===== config.mk =====
export PLATFORM = sky130hd
export DESIGN_NAME = border_draw_sequencer
export DESIGN_NICKNAME = d
export VERILOG_FILES = /design/src/rtl/border_draw_sequencer.sv
export SDC_FILE = /design/constraint.sdc
export NUM_CORES = 1
export LEC_CHECK = 0
export ABC_AREA = 1
export BUFFER_PORTS_ARGS = -buffer_cell sky130_fd_sc_hd__buf_2
export CELL_PAD_IN_SITES_DETAIL_PLACEMENT = 1
export CELL_PAD_IN_SITES_GLOBAL_PLACEMENT = 1
export CORE_MARGIN = 10
export CORE_UTILIZATION = 42
export CTS_CLUSTER_SIZE = 16
export DETAILED_ROUTE_END_ITERATION = 6
export PLACE_DENSITY = 0.94
export SLEW_MARGIN = 20
export SYNTH_ARGS = -nofsm -noshare
export SYNTH_HDL_FRONTEND = slang
export SYNTH_SLANG_ARGS = --single-unit

===== constraint.sdc =====
create_clock -name clk -period 3.1 [get_ports clk]
set_clock_uncertainty 0.2 [all_clocks]
set_input_delay 0.155 -clock clk [delete_from_list [all_inputs] [get_ports clk]]
set_output_delay 0.155 -clock clk [all_outputs]
set_load 0.01 [all_outputs]

===== src/rtl/border_draw_sequencer.sv =====
// rtl/border_draw_sequencer.sv - optional screen clear followed by a rectangular border draw
//
// Purpose: drives a 160x120 VGA pixel-write port. On a start request it optionally
// clears the whole screen to black, then plots the four edges of a rectangle
// (top, bottom, left, right) in a colour captured at start, then pulses done.
//
// Ports:
//   clk            clock, all state changes on posedge
//   reset          synchronous, active-low reset
//   start          sequence request, sampled only in IDLE
//   clear_en       sampled with start; 1 clears the full screen before the border
//   border_colour  sampled with start; colour of every border pixel
//   x, y, colour   registered pixel coordinate and colour, valid while plot=1
//   plot           write strobe, one pixel per cycle
//   busy           high in every state except IDLE
//   done           single-cycle pulse at the end of a sequence
module border_draw_sequencer #(
  parameter logic [7:0] X_MIN = 8'd15,
  parameter logic [7:0] X_MAX = 8'd140,
  parameter logic [6:0] Y_TOP = 7'd20,
  parameter logic [6:0] Y_BOT = 7'd105
) (
  input  logic       clk,
  input  logic       reset,
  input  logic       start,
  input  logic       clear_en,
  input  logic [2:0] border_colour,
  output logic [7:0] x,
  output logic [6:0] y,
  output logic [2:0] colour,
  output logic       plot,
  output logic       busy,
  output logic       done
);

  localparam logic [7:0] SCR_X_LAST = 8'd159;
  localparam logic [6:0] SCR_Y_LAST = 7'd119;

  typedef enum logic [2:0] {
    IDLE   = 3'd0,
    CLEAR  = 3'd1,
    TOP    = 3'd2,
    BOTTOM = 3'd3,
    LEFT   = 3'd4,
    RIGHT  = 3'd5,
    DONE   = 3'd6
  } state_t;

  state_t     state;
  logic [2:0] colour_lat;   // border colour captured at the start sample

  // Every output is registered and updated together with the state, so the
  // coordinate loaded on a transition is plotted in the first cycle of the new state.
  always_ff @(posedge clk) begin
    if (!reset) begin
      state      <= IDLE;
      x          <= 8'd0;
      y          <= 7'd0;
      colour     <= 3'd0;
      plot       <= 1'b0;
      busy       <= 1'b0;
      done       <= 1'b0;
      colour_lat <= 3'd0;
    end else begin
      case (state)
        IDLE: begin
          done <= 1'b0;
          if (start) begin
            colour_lat <= border_colour;
            plot       <= 1'b1;
            busy       <= 1'b1;
            if (clear_en) begin
              state  <= CLEAR;
              x      <= 8'd0;
              y      <= 7'd0;
              colour <= 3'd0;
            end else begin
              state  <= TOP;
              x      <= X_MIN;
              y      <= Y_TOP;
              colour <= border_colour;
            end
          end
        end

        CLEAR: begin
          if (x == SCR_X_LAST) begin
            if (y == SCR_Y_LAST) begin
              state  <= TOP;
              x      <= X_MIN;
              y      <= Y_TOP;
              colour <= colour_lat;
            end else begin
              x <= 8'd0;
              y <= y + 7'd1;
            end
          end else begin
            x <= x + 8'd1;
          end
        end

        TOP: begin
          if (x == X_MAX) begin
            state <= BOTTOM;
            x     <= X_MIN;
            y     <= Y_BOT;
          end else begin
            x <= x + 8'd1;
          end
        end

        BOTTOM: begin
          if (x == X_MAX) begin
            state <= LEFT;
            x     <= X_MIN;
            y     <= Y_TOP;
          end else begin
            x <= x + 8'd1;
          end
        end

        LEFT: begin
          if (y == Y_BOT) begin
            state <= RIGHT;
            x     <= X_MAX;
            y     <= Y_TOP;
          end else begin
            y <= y + 7'd1;
          end
        end

        RIGHT: begin
          if (y == Y_BOT) begin
            state <= DONE;
            plot  <= 1'b0;
            done  <= 1'b1;
          end else begin
            y <= y + 7'd1;
          end
        end

        // start is deliberately not looked at here; a request must be seen in IDLE.
        DONE: begin
          state <= IDLE;
          done  <= 1'b0;
          busy  <= 1'b0;
        end

        default: begin
          state <= IDLE;
          plot  <= 1'b0;
          busy  <= 1'b0;
          done  <= 1'b0;
        end
      endcase
    end
  end

endmodule


==> impl_metrics.ini, run 1 <==
[outcome]
outcome = completed

[final_layout]
drive_above_1_share = 0.131
area_delta_synth_final_pct = 12.9
fillers = 608
final_util = 0.502
final_cell_count_no_fill = 377
layout.nets = 339
n_antenna_cell = 0

[critical_path]
path_common_cell = nand2_1
cp_max_fo = 9
cp_slowest_cell = dfxtp_1
path_cells = ha_1 -> nand2_1 -> nor2_2 -> nand2_1 -> nand2_2 -> nand2_2 -> nor2_4 -> nand2_1 -> nor2_1 -> nor2_1
critPathKind = register to register
endpoint = y[2]$_SDFFE_PN0P_
crit_start = x[0]$_SDFFE_PN0P_
required_ns = 3.07
cp-end-kind = register
r2r_cells = 10
regToRegStartpoint = x[0]$_SDFFE_PN0P_
slowest_delay_ns = 0.41
reg2reg_setup_slack_ns = 0.90
start_kind = register
cp.arrival_ns = 2.17
reg2reg_to = y[2]$_SDFFE_PN0P_

[synthesis]
syn-num-nets = 310
yosysWarnings = 0
syn_area_um2 = 1820
synth_edf_count = 0
synth-async-reset-ratio = 0
synthSimpleGateAreaFrac = 0.385
synth_fa_ha_area_frac = 0.0275
ys_seq_elements = 27
synthCells = 299
synth_top_family_by_area = simple AND/OR/NAND/NOR gates
yosysSeqAreaShare = 0.297
synthFlopType = dfxtp_1
synthMuxAreaShare = 0
syn_avg_cell_area_um2 = 6.08
yosys.area_share.xor_xnor = 0.0193
synth_cell_types = 27
synth_compound_area_frac = 0.165

[floorplanning]
initial_core_util = 0.445
fp.dieW_um = 85.8
rows = 23
die_height_um = 85.8
core_region_area_um2 = 4090
io_pins = 28
dieArea_um2 = 7360

[drt]
vias = 2006
avgRoutedWirePerCell_um = 15.2
route.detailed.drc = 0
vias_per_cell = 5.32
highest_layer = met4
drtIter0Drc = 88
ant_nets = 0
drt-pass1-iter-count = 4
wl_met1_um = 2670
wl_met2_um = 2790
routed_wl_um = 5730
dr_wl_met3_um = 194

[global_routing]
grt_first_pass_wirelength_um = 9960
antenna_found_initial = 0
grt_overflow = 0
grt_max_degree = 16
grt_pass1_vias = 2013
grt_usage = 0.159

[job]
drv_cap = 0

[clocking]
cts_root_buf = clkbuf_8
cts_made_buffers = 3
h-tree-depth = 1
clk_path_buf_depth = 2
insertion_delay_ns = 0.28
cts_sinks = 27
tritoncts = built
clk_pin_slew_worst_paths_ns = 0.10

[sta]
rsz0062_at_grt = false
final-hold-violation-count = 0
tightest_slew_ns = 0.463
fmax_ghz = 0.455
period_share = 0.708
setup_slack_ns = 0.904
setup_viol = 0
tns_ns = 0
max_slew_margin = 0.691
period_minus_slack_ns = 2.20
slew_viol_final = 0

[worst_hold_path]
hp-class = primary input to register
hp-start = border_colour[1]

[power_and_ir_drop]
total_power_uw = 2070
worst_ir_drop_vdd_mv = 0.542
p_per_area_nw_per_um2 = 1010
p_leak_uw = 0.00102

[placement]
post-dp-hpwl_um = 4650
io_buffers = 27
place_inst = 371
place.gp.congestion = 0.949
place_ws_ns = 0.980
[cell usage in the layout, fill, tap and decap left out]
master / count
a21oi_4: 1
dfxtp_1: 27
clkbuf_1: 1
a31oi_1: 1
a21oi_1: 22
nor2_4: 2
inv_1: 42
buf_2: 27
nand4_1: 5
nor2_1: 35
ha_1: 4
xor2_1: 3
o211ai_1: 2
xnor2_1: 1
or2_2: 1
inv_2: 2
a211oi_1: 1
nor3_4: 1
dlygate4sd3_1: 2
nand2_2: 2
nand3_1: 19
nor3_1: 5
clkbuf_8: 3
o21ai_0: 29
nand3_2: 1
nand2_1: 82
nor2_2: 3
nand3b_1: 3
[through the flow]
stage | hold slack, ns | instance area (µm²)
5_1_grt | 0.0553 | 2050
2_1_floorplan | 0.0934 | 1820
6_report | 0.0100 | 2050
3_5_place_dp | 0.237 | 1990
4_1_cts | 0.000178 | 2050
3_3_place_gp | 0.230 | 1990
[logic make-up (layout without fill, tap and decap cells)]
family                     Yosys count  in the layout
xor gates and xnor gates             4              4
and+or+nand+nor                    159            159
buffers and inverters               49             77
AOI/OAI and AO/OA                   56             56
DFF                                 27             27
adders and majority gates            4              4
[how the worst min path moves through the flow]
stage,slack [ns],depth (start not counted),to
6_report,0.01,3,colour_lat[1]$_SDFFE_PN0P_
3_5_place_dp,0.24,2,colour[2]$_SDFFE_PN0P_
3_3_place_gp,0.23,2,colour[0]$_SDFFE_PN0P_
4_1_cts,0.0002,3,colour_lat[1]$_SDFFE_PN0P_
2_1_floorplan,0.09,2,colour[0]$_SDFFE_PN0P_
5_1_grt,0.06,3,colour_lat[1]$_SDFFE_PN0P_
[power by group]
part / internal, µW / switching (µW) / leakage, µW
logic: 400 / 853 / 0.000772
clock network: 92.2 / 113 / 0.0000228
registers: 459 / 154 / 0.000222
[state kept, by name, indices dropped and copies added (netlist names)]
signal      flops
colour          3
y               7
x               8
busy            1
state           3
colour_lat      3
plot            1
done            1
[final cells by class]
class                      count  area (µm²)  share of cell area
clock buffer                   4        45.0              0.0219
inverter                      44         165              0.0804
multi-input combinational    223        1080               0.528
sequential                    27         541               0.263
tap                           50        62.6              0.0305
timing repair buffer          29         155              0.0756
[timing repair]
action                     CTS  global route
hold buffers                 2             0
gates resized for setup      0             0
setup endpoints to repair    0             0
setup buffers                0             0
hold endpoints to repair     2             0
[routing by layer]
layer  vias to the layer above  GRT usage
li1                       1011          -
met1                       951      0.204
met2                        34      0.268
met3                        10     0.0237
met4                         0     0.0464
met5                         -          0
[cells in the mapped netlist (2+ instances only)]
library cell	number	area (µm²)
dfxtp_1	27	541
o21ai_0	29	145
nand2_1	82	308
nor2_4	2	22.5
a21oi_1	22	110
nand3_1	19	95.1
xor2_1	3	26.3
buf_4	2	15.0
ha_1	4	50.1
inv_2	2	7.51
clkbuf_1	2	7.51
nor2_1	35	131
nand4_1	5	31.3
nor3_1	5	25.0
inv_1	42	158
nor2_2	3	18.8
nand2_2	2	12.5
o211ai_1	2	15.0
nand3b_1	3	22.5
[worst max-delay path, delay by kind of cell, from the launching register on]
| family | cells | cell delay, ns |
|---|---|---|
| flip-flops | 1 | 0.41 |
| AND/OR/NAND/NOR | 9 | 1.24 |
| adder cells (fa/ha/maj) | 1 | 0.25 |
(Power assumes the default switching activity.)
==> run 2, diff against run 1 <==
--- a/config.mk
+++ b/config.mk
@@ -10,10 +10,10 @@
 export CELL_PAD_IN_SITES_DETAIL_PLACEMENT = 1
 export CELL_PAD_IN_SITES_GLOBAL_PLACEMENT = 1
 export CORE_MARGIN = 10
-export CORE_UTILIZATION = 42
+export CORE_UTILIZATION = 35
 export CTS_CLUSTER_SIZE = 16
 export DETAILED_ROUTE_END_ITERATION = 6
-export PLACE_DENSITY = 0.94
+export PLACE_DENSITY = 0.84
 export SLEW_MARGIN = 20
 export SYNTH_ARGS = -nofsm -noshare
 export SYNTH_HDL_FRONTEND = slang
==> constraint.sdc (replaced) <==
create_clock -name clk -period 1.8 [get_ports clk]
set_clock_uncertainty 0.2 [all_clocks]
set_input_delay 0.09 -clock clk [delete_from_list [all_inputs] [get_ports clk]]
set_output_delay 0.09 -clock clk [all_outputs]
set_load 0.01 [all_outputs]
==> impl_metrics.ini, run 2 (synthesized netlist as in run 1, its figures left out) <==
[worst_hold_path]
hp-class = primary input to register

[sta]
rsz0062_at_grt = true
tightest_slew_ns = 0.523
final-hold-violation-count = 0
setup_viol = 10
tns_ns = -0.566
max_slew_margin = 0.651
setup_slack_ns = -0.123
slew_viol_final = 0
period_share = 1.07
period_minus_slack_ns = 1.92
fmax_ghz = 0.520

[critical_path]
path_cells = inv_4 -> ha_4 -> nand2_2 -> inv_2 -> nand3_4 -> buf_6 -> a21oi_4 -> buf_12 -> buf_4 -> a31oi_1 -> nor2_1
cp-end-kind = register
critPathBufInv = 5
required_ns = 1.82
cp_max_fo = 6
cp.arrival_ns = 1.94
critPathKind = register to register
start_kind = register
crit_family = buffers and inverters
slowest_delay_ns = 0.38
cp_slowest_cell = dfxtp_4

[power_and_ir_drop]
p_per_area_nw_per_um2 = 1840
total_power_uw = 5090
p_leak_uw = 0.00135
worst_ir_drop_vdd_mv = 0.842

[final_layout]
final_cell_mix = nand2_1, buf_4, inv_1, buf_2, nor2_1
area_delta_synth_final_pct = 52.0
final_cell_count_no_fill = 449
regMostFlops = x
layout.nets = 391
drive_above_1_share = 0.388
top_regs = x x8, y x7
n_antenna_cell = 0
final_cell_area_um2 = 2760
largest_reg_flops = 8
final_common_cell = nand2_1

[placement]
place_area_um2 = 2280
io_buffers = 27
place_inst = 426
post-dp-hpwl_um = 5160
place.gp.congestion = 0.934
place_ws_ns = -0.107

[clocking]
cts_sinks = 27
h-tree-depth = 1
cts_made_buffers = 3
clk_path_buf_depth = 2
tritoncts = built
insertion_delay_ns = 0.28
clk_pin_slew_worst_paths_ns = 0.10
cts_root_buf = clkbuf_8

[floorplanning]
die_height_um = 92.1
rows = 26
core_region_area_um2 = 5070
fp.dieW_um = 92.1
io_pins = 28
dieArea_um2 = 8480
initial_core_util = 0.358

[drt]
ant_nets = 0
avgRoutedWirePerCell_um = 18.7
drtIter0Drc = 129
vias = 2364
routed_wl_um = 8410
drt-pass1-iter-count = 4
route.detailed.drc = 0
vias_per_cell = 5.27

[global_routing]
grt_first_pass_wirelength_um = 11900
grt_max_degree = 16
grt_overflow = 0
antenna_found_initial = 0
grt_usage = 0.166
grt_pass1_vias = 2501

[outcome]
outcome = complete, but fails checks
violations = negative setup slack

[job]
drv_cap = 0
[run 2: area by class of cell]
cell class	instances	area (µm²)
clock buffer	3	41.3
multi-input combinational	223	1320
tap	70	87.6
sequential	27	568
inverter	44	168
fill	673	2310
timing repair buffer	81	577
clock inverter	1	5.00
[run 2: what timing repair did]
action / CTS / global route
pin swaps: 7 / 22
endpoints found under the setup margin: 20 / 22
resized for setup: 20 / 67
setup buffers: 3 / 11
hold buffers: 5 / 0
hold endpoints to repair: 9 / 0
[run 2: path summary, 6_finish.rpt]
kind,end,from,slack (ns),depth (start not counted)
setup / recovery,x[6]$_SDFFE_PN0P_,y[1]$_SDFFE_PN0P_,-0.12,11
hold / removal,busy$_SDFFE_PN0P_,start,0.07,3
setup reg to reg,x[6]$_SDFFE_PN0P_,y[1]$_SDFFE_PN0P_,-0.12,11
hold reg to reg,colour_lat[2]$_SDFFE_PN0P_,colour_lat[2]$_SDFFE_PN0P_,0.26,2
[run 2: power by group]
group          leakage, µW  switching, µW  internal, µW
logic              0.00110           2230          1440
clock network    0.0000255            213           156
registers         0.000227            227           828
[run 2: metal layers]
metal / share of wire / vias up / track usage
met5: 0 / - / 0
met4: 0.023 / 0 / 0.0488
met3: 0.055 / 19 / 0.0293
met2: 0.53 / 85 / 0.305
met1: 0.39 / 1139 / 0.190
li1: - / 1121 / -
[run 2: worst reg2reg max path: stages, from the launching register on]
cell and delay, ns:
dfxtp_4 0.38, inv_4 0.06, ha_4 0.12, nand2_2 0.05, inv_2 0.07, nand3_4 0.12
buf_6 0.15, a21oi_4 0.19, buf_12 0.16, buf_4 0.11, a31oi_1 0.10, nor2_1 0.14
[run 2: metrics by stage]
| step | hold WS [ns] | util |
|---|---|---|
| 2_1_floorplan | 0.0284 | - |
| 3_3_place_gp | 0.194 | 0.449 |
| 3_5_place_dp | 0.206 | 0.449 |
| 4_1_cts | 0.0685 | 0.482 |
| 5_1_grt | 0.112 | 0.544 |
| 6_report | 0.0651 | 0.544 |
